File: src/rtl/updown_ctrl_debounce.sv
// Pushbutton synchroniser and debouncer that toggles the counter's direction bit
// once per accepted press, and also exports a press pulse and the debounced level.
module updown_ctrl_debounce #(
    parameter int   DEBOUNCE_CYCLES = 8,
    parameter int   CNT_W           = 4,
    parameter logic CTRL_INIT       = 1'b0
) (
    input  logic clk,
    input  logic reset,
    input  logic btn_raw,
    output logic ctrl,
    output logic press_pulse,
    output logic btn_stable
);

    typedef enum logic [1:0] {
        IDLE      = 2'd0,
        WAIT_HIGH = 2'd1,
        PRESSED   = 2'd2,
        WAIT_LOW  = 2'd3
    } state_t;

    localparam logic [CNT_W-1:0] CNT_LAST = CNT_W'(DEBOUNCE_CYCLES - 1);

    logic             r_sync1;
    logic             r_sync2;
    state_t           r_state;
    state_t           w_state_nxt;
    logic [CNT_W-1:0] r_cnt;
    logic [CNT_W-1:0] w_cnt_nxt;
    logic             r_ctrl;
    logic             w_ctrl_nxt;
    logic             r_pulse;
    logic             w_pulse_nxt;
    logic             r_stable;
    logic             w_stable_nxt;

    // Synchroniser flops are also cleared so an X on btn_raw cannot reach the FSM.
    always_ff @(posedge clk) begin
        if (reset) begin
            r_sync1  <= 1'b0;
            r_sync2  <= 1'b0;
            r_state  <= IDLE;
            r_cnt    <= '0;
            r_ctrl   <= CTRL_INIT;
            r_pulse  <= 1'b0;
            r_stable <= 1'b0;
        end else begin
            r_sync1  <= btn_raw;
            r_sync2  <= r_sync1;
            r_state  <= w_state_nxt;
            r_cnt    <= w_cnt_nxt;
            r_ctrl   <= w_ctrl_nxt;
            r_pulse  <= w_pulse_nxt;
            r_stable <= w_stable_nxt;
        end
    end

    always_comb begin
        w_state_nxt  = r_state;
        w_cnt_nxt    = r_cnt;
        w_ctrl_nxt   = r_ctrl;
        w_pulse_nxt  = 1'b0;
        w_stable_nxt = r_stable;
        case (r_state)
            IDLE: begin
                if (r_sync2) begin
                    w_state_nxt = WAIT_HIGH;
                    w_cnt_nxt   = '0;
                end
            end
            WAIT_HIGH: begin
                if (!r_sync2) begin
                    w_state_nxt = IDLE;
                    w_cnt_nxt   = '0;
                end else if (r_cnt == CNT_LAST) begin
                    w_state_nxt  = PRESSED;
                    w_cnt_nxt    = '0;
                    w_stable_nxt = 1'b1;
                    w_pulse_nxt  = 1'b1;
                    w_ctrl_nxt   = ~r_ctrl;
                end else begin
                    w_cnt_nxt = r_cnt + 1'b1;
                end
            end
            PRESSED: begin
                if (!r_sync2) begin
                    w_state_nxt = WAIT_LOW;
                    w_cnt_nxt   = '0;
                end
            end
            WAIT_LOW: begin
                // Release only drops the level; direction changes on presses alone.
                if (r_sync2) begin
                    w_state_nxt = PRESSED;
                    w_cnt_nxt   = '0;
                end else if (r_cnt == CNT_LAST) begin
                    w_state_nxt  = IDLE;
                    w_cnt_nxt    = '0;
                    w_stable_nxt = 1'b0;
                end else begin
                    w_cnt_nxt = r_cnt + 1'b1;
                end
            end
            default: begin
                w_state_nxt = IDLE;
                w_cnt_nxt   = '0;
            end
        endcase
    end

    assign ctrl        = r_ctrl;
    assign press_pulse = r_pulse;
    assign btn_stable  = r_stable;

endmodule
File: config.mk
export PLATFORM = sky130hd
export DESIGN_NAME = updown_ctrl_debounce
export DESIGN_NICKNAME = d
export VERILOG_FILES = /design/src/rtl/updown_ctrl_debounce.sv
export SDC_FILE = /design/constraint.sdc
export NUM_CORES = 1
export LEC_CHECK = 0
export ABC_AREA = 1
export CAP_MARGIN = 0
export CORE_MARGIN = 2
export CORE_UTILIZATION = 30
export CTS_CLUSTER_DIAMETER = 50
export CTS_CLUSTER_SIZE = 28
export DETAILED_ROUTE_END_ITERATION = 6
export HOLD_SLACK_MARGIN = 0.1
export SYNTH_ARGS = -nofsm -noshare
export SYNTH_HDL_FRONTEND = slang
export SYNTH_SLANG_ARGS = --single-unit
File: constraint.sdc
create_clock -name clk -period 1.17 [get_ports clk]
set_clock_uncertainty 0.1 [all_clocks]
set_input_delay 0.234 -clock clk [delete_from_list [all_inputs] [get_ports clk]]
set_output_delay 0.234 -clock clk [all_outputs]
set_load 0.05 [all_outputs]
# After elaboration in Yosys (flattened, before gate mapping)
# Index checks and enable logic that the tools add are counted.
[classes]
n_addsub = 1
eq_ne = 12
muxes = 19
reduce_logical = 7
n_bitwise = 3
[ops]
columns = ["cell", "count"]
rows = [
  ["$mux 4", 5],
  ["$pmux 4 s4", 1],
  ["$mux 2", 6],
  ["$ne 2x2->1 const B", 6],
  ["$pmux 2 s4", 1],
  ["$ne 3x3->1 const B", 2],
  ["$mux 1", 5],
  ["$reduce_and 5->1", 1],
  ["$add 4x1->4 const B", 1],
  ["$eq 2x2->1 const B", 2],
  ["$eq 4x3->1 const B", 1],
  ["$reduce_and 4->1", 1],
  ["$not 1->1", 3],
  ["$reduce_and 3->1", 1],
  ["$reduce_or 3->1", 1],
  ["$eq 2x1->1 const B", 1],
  ["$logic_not 2->1", 1],
  ["$pmux 1 s2", 1],
  ["$reduce_and 2->1", 1],
  ["$reduce_bool 2->1", 1],
]
[totals]
word_cells = 49
regBits = 11
out_inout_bits = 3

# Longest topological paths before layout
# Gate-level depths: netlist of the first run.
[logic_depth]
depth_word = 4
ltp_mapped = 7
depth_no_buf = 7

# Worst setup path before layout of the first run
# OpenSTA, ideal clock, no wires.
[synth_path]
path_type = "register to register"
from = "register r_cnt[0]"
to = "register r_ctrl (netlist: ctrl)"
n_path_buf = 0
arrival_time_ns = 0.957
setup_slack_ns = -0.006
stages_incl_launch_ff = 7
cell_sequence = "dfxtp_1 ha_1 nand3_2 nor2_2 nand2_1 nand2_1 a21oi_1"
[synth_between]
elab_chain_cells = 2
[synth_rtl]
columns = ["item", "line_no", "source"]
rows = [
  ["from (decl)", "29", "logic [CNT_W-1:0] r_cnt;"],
  ["from (signal assigned)", "52", "r_cnt <= w_cnt_nxt;"],
  ["$eq 4x3->1", "76", "end else if (r_cnt == CNT_LAST) begin"],
  ["$reduce_and 3->1 (no source line)", "-", ""],
  ["to (signal assigned)", "53", "r_ctrl <= w_ctrl_nxt;"],
  ["to (decl)", "31", "logic r_ctrl;"],
]
# Every way passes these cells.
# A chain may end at the register's enable or synchronous reset.

# Final worst setup path of the first run
[layout_path]
from = "register r_cnt[1]"
to = "register r_cnt[0]"
[layout_between]
elab_chain_cells = 4
[layout_rtl]
columns = ["item", "line_no", "source"]
rows = [
  ["$eq 4x3->1 (*)", "76, 97", ""],
  ["$mux 4 (*)", "76, 97", ""],
  ["$mux 4 (on tied branches)", "94, 73", ""],
  ["$pmux 4 s4 (*)", "65", "case (r_state)"],
]
# Mark *: on every way between the ends. The rest lies on a longest branch, timed or not.

==> impl_metrics.ini, run 1 <==
[clock_network]
cts_tree = done
cts_buffers = 3
clkLatencyLatePin_ns = 0.27
cts-root-buf = clkbuf_4
cts_sinks = 11
htree_levels = 1
clkTransAtPathRegs_ns = 0.07
cts_hold_buffers = 0
cts_buffer_depth = 2

[setup_path]
path_max_fanout = 4
crit_arrival_ns = 1.26
rr_startpoint = r_cnt[1]
critPathLaunchType = flop
regToRegEndpoint = r_cnt[0]
crit_slowest_cell = dfxtp_2
end_kind = flop
crit_start = r_cnt[1]
endpoint = r_cnt[0]
reg2reg_depth = 5
r2r_slack_ns = 0.02
max_stage_delay_ns = 0.34
critPathRequiredTime_ns = 1.27
crit_type = flop to flop
path_cells = ha_4 -> nand3_4 -> nand3_2 -> buf_4 -> a21oi_1

[layout]
nets = 86
drive_gt1_share_pct = 35.8
area_delta_synth_final_pct = 49.1
n_antenna_cell = 0
final_core_util_pct = 47.2
stdcell_area_sq_um = 703
stdcell_count = 97

[timing]
finalSetupViolCount = 0
finalMaxSlewViolations = 0
period_minus_slack_ns = 1.15
setup_ws_ns = 0.0152
max_freq_mhz = 866
timing.setup.tns_ns = 0
hold_viol_final = 0
rsz0062_at_grt = yes
fin_crit_sh_pct = 98.7
holdWs_ns = 0.301
tightestPinTransition_ns = 0.229
max_slew_margin_pct = 84.7

[drt]
drtAntennaViolNets = 0
drt_iter0_drc = 4
drtPass1Iterations = 4
drt_wl_total_um = 1070
vias = 449
wl_per_cell_um = 11.0
viasPerCell = 4.63
route.detailed.drc = 0

[power]
power_mw = 0.754
p_per_area_nw_per_um2 = 1070
p_leak_nw = 0.285
ir_drop_mv = 0.579

[synthesis]
synth_top_area_share_pct = 46.7
netlist_area_sq_um = 472
synth.largest_area_cell = dfxtp_1
seq_area_frac_synth_pct = 46.7
synth-simple-area-share_pct = 33.2
synth_xor_area_share_pct = 0
netlist_instances = 67
ys_top_cells_by_area = dfxtp_1 (47%), nand2_1 (14%), inv_1 (8.8%), nor2_1 (8.0%), a21oi_1 (5.3%)
synth-adder-area-share_pct = 2.65
synth-compound-area-share_pct = 7.69
syn_area_per_cell_sq_um = 7.04
synth_top_family_by_area = simple AND/OR/NAND/NOR gates
yosysUniqueCellTypes = 15
synthesis.nets = 71
ys_ff_latch = 11
ys_warn_count = 0
synth.area.mux_share_pct = 0

[global_route]
gr-usage-all-layers_pct = 12.3
antenna_found_initial = 0
overflow = 0
grt_pass1_wl_um = 1680
grt_max_degree = 9
grt_pass1_vias = 417

[die]
die_x_um = 43.7
fp.dieH_um = 43.7
die_area_sq_um = 1910
io_pins = 6
rows = 14
start_util_pct = 31.7
coreArea_sq_um = 1490

[min_path]
hold_class = flop to flop

[place]
dp.cells = 93
hpwl_um = 682
pre_cts_ws_ns = -0.0217
gp_congestion = 0.736
port_buffers = 5
placed_area_sq_um = 616

[run_status]
status = completed

[job]
max-cap-violations = 0
-- final cells by class --
cell class | instances | area, sq um
repair buffers | 11 | 125
clock buffers | 4 | 26.3
well taps | 16 | 20.0
inverters | 11 | 41.3
flip-flops and latches | 11 | 224
fillers | 136 | 786
multi-input cells | 44 | 267
-- where the power goes --
part	total [mW]	switching (mW)	internal, mW	leakage, nW
Sequential	0.399	0.0113	0.388	0.0908
Clock	0.260	0.128	0.132	0.0150
Combinational	0.0945	0.0586	0.0359	0.179
Total	0.754	0.198	0.556	0.285
-- repair_timing --
action	CTS	global route
resized for setup	3	14
buffers inserted	1	0
endpoints found under the setup margin	5	9
pin swaps	3	4
-- metal layers --
metal	vias to the layer above	GRT usage, %	share of wire (%)
li1	237	-	-
met1	199	15.2	44
met2	11	18.8	49
met3	2	7.50	5.4
met4	0	1.82	0.75
met5	-	0	0
-- how the worst min path moves through the flow --
| stage | startpoint | end | slack [ns] | cells past startpoint |
|---|---|---|---|---|
| 4_1_cts | r_sync1 | r_sync2 | 0.30 | 2 |
| 3_3_place_gp | r_sync1 | r_sync2 | 0.29 | 2 |
| 6_report | r_sync1 | r_sync2 | 0.30 | 2 |
| 5_1_grt | r_sync1 | r_sync2 | 0.33 | 2 |
| 2_1_floorplan | btn_raw | r_sync1 | 0.24 | 2 |
| 3_5_place_dp | r_sync1 | r_sync2 | 0.29 | 2 |
-- placed cells by master (no fill, tap or decap), drive strengths merged --
| master | synthesis | layout |
|---|---|---|
| dfxtp | 11 | 11 |
| nand3 | 5 | 5 |
| nor3 | 1 | 1 |
| buf | 1 | 9 |
| clkbuf | 0 | 4 |
| a21oi | 5 | 5 |
| o22ai | 1 | 1 |
| clkdlybuf4s50 | 0 | 2 |
| nand4 | 1 | 1 |
| nand2 | 17 | 17 |
| ha | 1 | 1 |
| nand3b | 1 | 1 |
| nor2 | 11 | 11 |
| o21ai | 1 | 1 |
| inv | 11 | 11 |
-- synthesized netlist by cell type, drive strengths merged --
| cell | instances |
|---|---|
| dfxtp | 11 |
| ha | 1 |
| nor2 | 11 |
| nand3b | 1 |
| nor3 | 1 |
| nand2 | 17 |
| buf | 1 |
| nand4 | 1 |
| a21oi | 5 |
| o22ai | 1 |
| o21ai | 1 |
| nand3 | 5 |
| inv | 11 |
-- critical path, delay by kind of cell (launching register included) --
kind / cells / cell delay (ns)
flip-flops: 1 / 0.34
AND/OR/NAND/NOR: 2 / 0.22
adder cells (fa/ha/maj): 1 / 0.17
buffers and inverters: 1 / 0.14
AO/OA/AOI/OAI: 1 / 0.12
-- state kept, by name, summed over array words and instances (netlist names), named ones only --
name,count
r_sync1,1
press_pulse,1
ctrl,1
btn_stable,1
r_cnt,4
r_sync2,1
r_state,1
-- cells by family (layout without fill, tap and decap cells) --
logic type                 after synthesis  count (layout)
buffers and inverters                   12              26
DFF                                     11              11
and+or+nand+nor                         36              36
adders and majority gates                1               1
AOI/OAI and AO/OA                        7               7
Note: power is estimated with default switching activity, not from simulation.
==> run 2: changes to the inputs <==
- PLACE_DENSITY_LB_ADDON: unset -> 0.08
- TNS_END_PERCENT: unset -> 100
==> impl_metrics.ini, run 2 (synthesized netlist as in run 1, its figures left out) <==
[die]
start_util_pct = 31.7
rows = 14
die_area_sq_um = 1910
die_x_um = 43.7
fp.dieH_um = 43.7
coreArea_sq_um = 1490
io_pins = 6

[power]
p_leak_nw = 0.285
ir_drop_mv = 0.486
p_per_area_nw_per_um2 = 1110

[place]
gp_congestion = 0.713
port_buffers = 5
placed_area_sq_um = 616
hpwl_um = 692

[layout]
top_register = r_cnt
stdcell_area_sq_um = 696
layout_common_cells = nand2_1 (12), nor2_1 (10), inv_1 (9)
drive_gt1_share_pct = 37.0
final_core_util_pct = 46.7
final_common_cell = nand2_1
n_antenna_cell = 0
nets = 86
area_delta_synth_final_pct = 47.5
largest_register_ffs = 4
fillers = 160

[drt]
route.detailed.drc = 0
drt_wl_total_um = 980
drtPass1Iterations = 3
viasPerCell = 4.46
drt-met1-wl_um = 458
wl_per_cell_um = 10.1
dr_wl_met3_um = 32
wl_met2_um = 442
drt_iter0_drc = 6
dr.max_layer_used = met4
drtAntennaViolNets = 0
vias = 433

[setup_path]
end_kind = primary output
path_cells = buf_12
crit_slowest_cell = dfxtp_1
crit_buf_inv = 1
crit_family = flip-flops
regToRegEndpoint = ctrl
rr_startpoint = r_cnt[1]
crit_type = flop to primary output
critPathRequiredTime_ns = 0.84
critPathLaunchType = flop
r2r_slack_ns = 0.05
path_max_fanout = 2
reg2reg_depth = 5
max_stage_delay_ns = 0.38
crit_arrival_ns = 0.81

[timing]
hold_viol_final = 0
tightestPinTransition_ns = 0.194
max_freq_mhz = 874
rsz0062_at_grt = yes
fin_crit_sh_pct = 97.8
timing.setup.tns_ns = 0
period_minus_slack_ns = 1.14
finalSetupViolCount = 0
max_slew_margin_pct = 87.0
holdWs_ns = 0.304
finalMaxSlewViolations = 0

[global_route]
antenna_found_initial = 0
overflow = 0
gr-usage-all-layers_pct = 12.9
grt_pass1_vias = 398
grt_pass1_wl_um = 1710
grt_max_degree = 7

[clock_network]
clkTransAtPathRegs_ns = 0.07
cts_buffers = 3
clkLatencyLatePin_ns = 0.28
cts_hold_buffers = 0
postCtsSetupRepairBufs = 0
cts_tree = done
cts-root-buf = clkbuf_4
cts_buffer_depth = 2
htree_levels = 1
cts_sinks = 11

[min_path]
min_from = r_sync1
hold_class = flop to flop
hold_depth = 2
holdPathEnd = r_sync2

[run_status]
status = completed

[job]
max-cap-violations = 0
[run 2: cell count changes in the layout (fill, tap and decap cells not counted)]
cell     delta
o21ai_2     -1
o22ai_1     +1
a21oi_1     +2
nand2_2     +3
dfxtp_2     +2
o21ai_0     +1
a21oi_2     -2
dfxtp_1     -2
nand2_1     -3
o22ai_2     -1
[run 2: routing by layer]
layer | GRT usage, % | vias up
met5 | 0 | -
met2 | 16.5 | 7
met1 | 17.5 | 183
met3 | 2.50 | 5
li1 | - | 238
met4 | 12.7 | 0
[run 2: area by class of cell]
cell class	count	area, sq um	area share [%]
inverters	11	41.3	5.94
well taps	16	20.0	2.88
multi-input cells	44	256	36.9
clock buffers	4	26.3	3.78
flip-flops and latches	11	226	32.6
repair buffers	11	125	18.0
[run 2: worst min-delay path: stages, from the launching register on]
cell	delay [ns]
dfxtp_1	0.30
inv_1	0.04
nor2_1	0.03
[run 2: worst max path at each step]
stage | slack [ns] | startpoint | to | cells after the start
after floorplan | 0.02 | r_cnt[1] | ctrl | 6
after global placement | -0.08 | r_cnt[1] | r_cnt[3] | 6
after detailed placement | -0.07 | reset | r_cnt[2] | 4
after CTS | 0.02 | btn_stable | btn_stable | 1
after global routing | -0.03 | r_cnt[1] | ctrl | 5
final | 0.03 | btn_stable | btn_stable | 1
[run 2: per-stage QoR]
stage	instances	power (mW)	setup slack, ns
2_1_floorplan	67	0.459	0.0196
3_3_place_gp	93	0.486	-0.0782
3_5_place_dp	93	0.486	-0.0675
4_1_cts	97	0.762	0.0164
5_1_grt	97	0.803	-0.0302
6_report	97	0.769	0.0260
[run 2: repair_timing]
action | 4_1_cts | 5_1_grt
pin swaps | 1 | 0
setup endpoints to repair | 5 | 6
gates resized for setup | 5 | 12
[run 2: power breakdown]
part / leakage (nW) / total [mW] / switching (mW) / internal (mW)
sequential: 0.0918 / 0.402 / 0.0133 / 0.389
clock: 0.0150 / 0.271 / 0.138 / 0.133
combinational: 0.178 / 0.0962 / 0.0582 / 0.0379
total: 0.285 / 0.769 / 0.210 / 0.559
==> run 3: changes to the inputs <==
- CAP_MARGIN: 0 -> 20
- SLEW_MARGIN: unset -> 10
==> results of run 3 <==
Same layout as run 2: the final DEF is identical, and so are final timing and power.
